### config.mk
export PLATFORM = sky130hd
export DESIGN_NAME = uart_mem_loader_flat
export DESIGN_NICKNAME = d
export VERILOG_FILES = /design/src/rtl/uart_mem_loader_if.sv /design/src/rtl/uart_mem_loader.sv /design/src/flat_wrapper.sv
export SDC_FILE = /design/constraint.sdc
export NUM_CORES = 1
export LEC_CHECK = 0
export CAP_MARGIN = 0
export CORE_MARGIN = 2
export CORE_UTILIZATION = 45
export CTS_CLUSTER_DIAMETER = 60
export DETAILED_ROUTE_END_ITERATION = 8
export PLACE_DENSITY_LB_ADDON = 0.1
export RECOVER_POWER = 100
export SETUP_SLACK_MARGIN = 0.02
export SLEW_MARGIN = 30
export SYNTH_ARGS = -nofsm -noshare
export SYNTH_HDL_FRONTEND = slang
export SYNTH_SLANG_ARGS = --single-unit
### constraint.sdc
create_clock -name clock -period 4.3 [get_ports clock]
set_input_delay 0.43 -clock clock [delete_from_list [all_inputs] [get_ports clock]]
set_output_delay 0.43 -clock clock [all_outputs]
set_load 0.02 [all_outputs]
### src/rtl/uart_mem_loader_if.sv
// Memory-write and status bundle between the serial loader and the top level.
// The loader side drives the write port and status, and reads load_en and rx.
interface uart_mem_loader_if #(
    parameter int ADDR_W = 8
);
    logic              load_en;
    logic              rx;
    logic              mem_we;
    logic [ADDR_W-1:0] mem_adr;
    logic [15:0]       mem_din;
    logic              busy;
    logic              done;
    logic              frame_err;
    logic [ADDR_W:0]   word_cnt;

    modport master (
        input  load_en,
        input  rx,
        output mem_we,
        output mem_adr,
        output mem_din,
        output busy,
        output done,
        output frame_err,
        output word_cnt
    );

    modport slave (
        output load_en,
        output rx,
        input  mem_we,
        input  mem_adr,
        input  mem_din,
        input  busy,
        input  done,
        input  frame_err,
        input  word_cnt
    );
endinterface

### src/rtl/uart_mem_loader.sv
// UART 8N1 program loader: byte pairs become 16-bit words written to
// block memory at sequential addresses from 0 until the memory is full.
module uart_mem_loader #(
    parameter int CLKS_PER_BIT = 868,
    parameter int ADDR_W       = 8
) (
    input  logic               clock,
    input  logic               reset,
    uart_mem_loader_if.master  bus
);
    localparam int CW = $clog2(CLKS_PER_BIT);
    localparam logic [CW-1:0] HALF = CW'(CLKS_PER_BIT / 2 - 1);
    localparam logic [CW-1:0] FULL = CW'(CLKS_PER_BIT - 1);

    typedef enum logic [2:0] {
        S_IDLE,
        S_START,
        S_DATA,
        S_STOP,
        S_WRITE
    } state_t;

    state_t            r_state;
    logic              r_rx_meta;
    logic              r_rx_sync;
    logic              r_load_d;
    logic [CW-1:0]     r_clk_cnt;
    logic [2:0]        r_bit_cnt;
    logic [7:0]        r_shift;
    logic [7:0]        r_hi;
    logic              r_phase_lo;
    logic              r_we;
    logic [ADDR_W-1:0] r_adr;
    logic [15:0]       r_din;
    logic              r_busy;
    logic              r_done;
    logic              r_err;
    logic [ADDR_W:0]   r_cnt;
    logic              w_load_rise;

    assign w_load_rise = bus.load_en & ~r_load_d;

    assign bus.mem_we    = r_we;
    assign bus.mem_adr   = r_adr;
    assign bus.mem_din   = r_din;
    assign bus.busy      = r_busy;
    assign bus.done      = r_done;
    assign bus.frame_err = r_err;
    assign bus.word_cnt  = r_cnt;

    always_ff @(posedge clock or negedge reset) begin
        if (!reset) begin
            r_rx_meta <= 1'b1;
            r_rx_sync <= 1'b1;
            r_load_d  <= 1'b0;
        end else begin
            r_rx_meta <= bus.rx;
            r_rx_sync <= r_rx_meta;
            r_load_d  <= bus.load_en;
        end
    end

    always_ff @(posedge clock or negedge reset) begin
        if (!reset) begin
            r_state    <= S_IDLE;
            r_clk_cnt  <= '0;
            r_bit_cnt  <= '0;
            r_shift    <= '0;
            r_hi       <= '0;
            r_phase_lo <= 1'b0;
            r_we       <= 1'b0;
            r_adr      <= '0;
            r_din      <= '0;
            r_busy     <= 1'b0;
            r_done     <= 1'b0;
            r_err      <= 1'b0;
            r_cnt      <= '0;
        end else if (!bus.load_en) begin
            // Abort any frame and drop a pending high byte.
            r_state    <= S_IDLE;
            r_we       <= 1'b0;
            r_busy     <= 1'b0;
            r_phase_lo <= 1'b0;
        end else if (w_load_rise) begin
            r_state    <= S_IDLE;
            r_we       <= 1'b0;
            r_busy     <= 1'b0;
            r_phase_lo <= 1'b0;
            r_adr      <= '0;
            r_cnt      <= '0;
            r_done     <= 1'b0;
            r_err      <= 1'b0;
        end else begin
            unique case (r_state)
                S_IDLE: begin
                    if (!r_done && !r_rx_sync) begin
                        r_state   <= S_START;
                        r_clk_cnt <= '0;
                        r_busy    <= 1'b1;
                    end
                end
                S_START: begin
                    if (r_clk_cnt == HALF) begin
                        r_clk_cnt <= '0;
                        r_bit_cnt <= '0;
                        if (r_rx_sync) begin
                            r_state <= S_IDLE;
                            r_busy  <= 1'b0;
                        end else begin
                            r_state <= S_DATA;
                        end
                    end else begin
                        r_clk_cnt <= r_clk_cnt + 1'b1;
                    end
                end
                S_DATA: begin
                    if (r_clk_cnt == FULL) begin
                        r_clk_cnt <= '0;
                        r_shift   <= {r_rx_sync, r_shift[7:1]};
                        r_bit_cnt <= r_bit_cnt + 1'b1;
                        if (r_bit_cnt == 3'd7) r_state <= S_STOP;
                    end else begin
                        r_clk_cnt <= r_clk_cnt + 1'b1;
                    end
                end
                S_STOP: begin
                    if (r_clk_cnt == FULL) begin
                        r_clk_cnt <= '0;
                        r_busy    <= 1'b0;
                        if (!r_rx_sync) begin
                            r_err      <= 1'b1;
                            r_phase_lo <= 1'b0;
                            r_state    <= S_IDLE;
                        end else if (!r_phase_lo) begin
                            r_hi       <= r_shift;
                            r_phase_lo <= 1'b1;
                            r_state    <= S_IDLE;
                        end else begin
                            r_din   <= {r_hi, r_shift};
                            r_state <= S_WRITE;
                        end
                    end else begin
                        r_clk_cnt <= r_clk_cnt + 1'b1;
                    end
                end
                S_WRITE: begin
                    // First cycle raises the strobe, second retires the word.
                    if (!r_we) begin
                        r_we <= 1'b1;
                    end else begin
                        r_we       <= 1'b0;
                        r_adr      <= r_adr + 1'b1;
                        r_cnt      <= r_cnt + 1'b1;
                        r_phase_lo <= 1'b0;
                        r_state    <= S_IDLE;
                        if (r_adr == {ADDR_W{1'b1}}) r_done <= 1'b1;
                    end
                end
                default: r_state <= S_IDLE;
            endcase
        end
    end
endmodule

### src/flat_wrapper.sv
// flat-port wrapper written by rule: the top's interface ports become plain ports
module uart_mem_loader_flat 
#(
    parameter int CLKS_PER_BIT = 868,
    parameter int ADDR_W       = 8
)
  (clock, reset, bus_load_en, bus_rx, bus_mem_we, bus_mem_adr, bus_mem_din, bus_busy, bus_done, bus_frame_err, bus_word_cnt);
  uart_mem_loader_if #(.ADDR_W(ADDR_W)) bus_i ();
  input  logic clock;
  input  logic reset;
  input wire logic [$bits(bus_i.load_en)-1:0] bus_load_en;
  input wire logic [$bits(bus_i.rx)-1:0] bus_rx;
  output wire logic [$bits(bus_i.mem_we)-1:0] bus_mem_we;
  output wire logic [$bits(bus_i.mem_adr)-1:0] bus_mem_adr;
  output wire logic [$bits(bus_i.mem_din)-1:0] bus_mem_din;
  output wire logic [$bits(bus_i.busy)-1:0] bus_busy;
  output wire logic [$bits(bus_i.done)-1:0] bus_done;
  output wire logic [$bits(bus_i.frame_err)-1:0] bus_frame_err;
  output wire logic [$bits(bus_i.word_cnt)-1:0] bus_word_cnt;
  assign bus_i.load_en = bus_load_en;
  assign bus_i.rx = bus_rx;
  assign bus_mem_we = bus_i.mem_we;
  assign bus_mem_adr = bus_i.mem_adr;
  assign bus_mem_din = bus_i.mem_din;
  assign bus_busy = bus_i.busy;
  assign bus_done = bus_i.done;
  assign bus_frame_err = bus_i.frame_err;
  assign bus_word_cnt = bus_i.word_cnt;
  uart_mem_loader #(.CLKS_PER_BIT(CLKS_PER_BIT), .ADDR_W(ADDR_W)) u_core (.clock(clock), .reset(reset), .bus(bus_i));
endmodule
==> summary.md <==
| Metric | Value |
|---|---|
| Status | finished, violations left |
| Failing checks | max-capacitance violations, max-slew violations |
| Final setup violation count | 0 |
| Worst-Margin Slew | 2430 ps |
| Synth area leader | dfrtp_1 |
| Area contributors post-synth | dfrtp_1 52%, mux2_2 11%, nor2_1 3.4% |
| Avg WL per Cell | 15.2 um |
| P_leak | 1.98 nW |
| All-Layer GR Usage | 0.173 |
| Relative slew slack | -0.617 |
| Rows | 31 |
| Register bit total from synthesis | 73 |
| Via count | 2413 |
| TritonCTS clock tree | built |
| PortBufs | 40 |
| Routed vias/inst | 5.45 |
| WL final | 6.73 mm |
| First-pass GRT wire length | 11.6 mm |
| Clock period minus worst slack | 3030 ps |
| Synthesized area per cell | 11.7 um2 |
| Unrepaired setup endpoints after global routing | no |
| Largest delay contributor family on the critical path | simple AND/OR/NAND/NOR gates |
| Crit-path slowest cell | nor4_1 |
| Met1 wire length | 3.27 mm |
| PwrDens | 333 nW/um2 |
| Routed met3 length | 212 um |
| Startpoint Class | primary input |
| Residual DRC | 0 |
| Area of the mapped netlist | 3430 um2 |
| TNS Setup | 0 ps |
| Sequential area share after synthesis | 0.534 |
| Post-synthesis async set-or-reset flop share | 1.00 |
| H-tree Lvls | 3 |
| Comb pwr share | 0.044 |
| Die area | 8330 um2 |
| Vias in the first global route | 2372 |
| CP peak stage delay | 1250 ps |
| Cts repair resizes | 0 |
| Hold Vio Cnt, Final | 0 |
| Cells along the critical path | dlygate4sd3_1 > and2_0 > nand2_1 > nor4_1 > mux2_2 |
| Clk root buf | clkbuf_8 |
| Largest net degree at the start of global routing | 46 |
| Cts hold-fix bufs | 0 |
| Horiz. Die Dim | 91.3 um |
| GP Congestion | 0.863 |
| Clock transition at the registers of the reported paths | 80 ps |
| Required time of the critical path | 4520 ps |
| Internal power | 1.04 mW |
| I/O Pins | 41 |
| DRT antenna net count | 0 |
| GRT overflow | 0 |
| WS Path Type | in2reg |
| Critical Path Sink Type | flip-flop |
| Die height | 91.3 um |
| Clock Skew | 11.6 ps |
| Fill count | 642 |
| Final core occ | 0.557 |
| Core box area | 7330 um2 |
| Top_reg_cell synth | dfrtp_1 |
| CTS Buffer Depth | 2 |
| Switching part of the total | 0.233 |
| Post-DP HPWL | 4.69 mm |
| Switching pwr | 317 uW |
| Fmax | 330 MHz |
| Buf+Inv Stages, Crit Path | 1 |
| Worst min path class | reg2reg |
| Post-CTS Setup Bufs | 0 |
| Area grow syn2layout | 19.1% |
| MaxCap Viol Count | 2 |
| Fraction of layout cells with a size suffix above 1 | 0.160 |
| Max Slew Vio Count | 55 |
| Final period utilization | 0.705 |
| Worst vdd ir | 0.188 mV |
| Top Layer Used | met4 |
| Syn. warnings | 0 |
| Initial antenna violation count | 0 |
| Num CTS Buffers | 9 |
| Worst-Skew Late Latency | 340 ps |
| EDFF count, synth | 0 |
| Clk network pwr share | 0.436 |
| Gate Count Post-Synth | 294 |
| Synth Net Count | 304 |
| Ant. Diodes | 0 |
| Drt initial violations | 107 |
| WP data arrival | 3250 ps |
| Crit Path Max Fanout | 8 |
| Register share of total power | 0.520 |
| Starting density of the core | 0.467 |
| Num Clock Sinks | 73 |
| Yosys cell types | 53 |
| Met2 WL | 3.12 mm |
| Final nets | 349 |
| Synth top area share | 0.519 |
| 1st-pass router iterations | 4 |
## worst paths after layout
kind                                           from                      to  slack [ps]  cells past startpoint
worst max-delay path                    bus_load_en          u_core.r_hi[7]        1270                      5
worst min-delay path               u_core.r_rx_meta        u_core.r_rx_sync         380                      0
worst max register to register  u_core.r_clk_cnt[0]          u_core.r_hi[7]        1360                      5
worst min register to register     u_core.r_rx_meta        u_core.r_rx_sync         380                      0
max in group asynchronous                     reset        u_core.r_rx_sync        2000                      2
min in group asynchronous                     reset  u_core.bus.word_cnt[8]         820                      1
## sequential cells by signal (all words and copies together) (netlist names), 3 cells and up
| register | cells |
|---|---|
| u_core.r_bit_cnt | 3 |
| u_core.bus.mem_adr | 8 |
| u_core.r_clk_cnt | 10 |
| u_core.r_state | 3 |
| u_core.bus.mem_din | 16 |
| u_core.r_shift | 8 |
| u_core.r_hi | 8 |
| u_core.bus.word_cnt | 9 |
## per-layer routing
| layer | GRT usage | vias to the layer above |
|---|---|---|
| li1 | - | 1148 |
| met1 | 0.242 | 1210 |
| met2 | 0.265 | 43 |
| met3 | 0.0332 | 12 |
| met4 | 0.0720 | 0 |
| met5 | 0 | - |
## layout by cell type (no fill, tap or decap), types with 6 or more instances in the layout
cell            n
ha_1            6
nand3_1        12
clkbuf_8        9
mux2i_1         6
xnor2_1         6
xor2_1         10
nand2_1        17
mux2_2         31
o21ai_0        14
nor2_1         31
a21oi_1         9
inv_1           9
dfrtp_1        71
dlygate4sd3_1  39
## final cells by class
| type | instances | area [um2] | share of cell area |
|---|---|---|---|
| clock buffer | 10 | 128 | 0.0313 |
| sequential | 73 | 1830 | 0.448 |
| multi-input combinational | 204 | 1470 | 0.360 |
| tap | 99 | 124 | 0.0304 |
| timing repair buffer | 42 | 405 | 0.0994 |
| clock inverter | 6 | 90.1 | 0.0221 |
| inverter | 9 | 33.8 | 0.00828 |
## Yosys cell counts, drive strengths merged (6+ instances only)
library cell,instances
nor2,31
mux2i,6
nand2,18
xnor2,6
mux2,33
xor2,10
a21oi,9
inv,9
dfrtp,71
o21ai,14
nand3,12
buf,6
ha,6
## power groups by stage
| stage | sequential (mW) | clock (mW) | combinational (mW) |
|---|---|---|---|
| final | 0.707 | 0.592 | 0.0603 |
| after global routing | 0.708 | 0.637 | 0.0710 |
| after CTS | 0.707 | 0.608 | 0.0659 |
| after detailed placement | 0.720 | 0 | 0.0658 |
| after global placement | 0.720 | 0 | 0.0646 |
| after floorplan | 0.715 | 0 | 0.0393 |
## worst reg2reg max path, stage by stage (launching register included)
cell	delay, ps
dfrtp_1	410
ha_1	230
and4bb_1	290
nand3_1	160
nor4_1	1310
mux2_2	430
## metrics by stage
stage / power (mW) / cells / area, um2 / worst slack [ps] / hold WS [ps]
floorplan: 0.754 / 294 / 3430 / 2240 / 134
global placement: 0.784 / 427 / 3910 / 1680 / 361
detailed placement: 0.786 / 427 / 3920 / 1670 / 362
CTS: 1.38 / 443 / 4140 / 1650 / 96.2
global route: 1.42 / 443 / 4080 / 1040 / 387
finish: 1.36 / 443 / 4080 / 1270 / 378
## cells by family after synthesis
kind of cell | count (synthesis) | synth area share
compound gates | 46 | 0.0924
xor+xnor | 16 | 0.0409
fa+ha+maj | 6 | 0.0219
buf+inv | 17 | 0.0234
flops | 73 | 0.534
mux | 39 | 0.126
simple gates | 97 | 0.161
(Power assumes the default switching activity.)
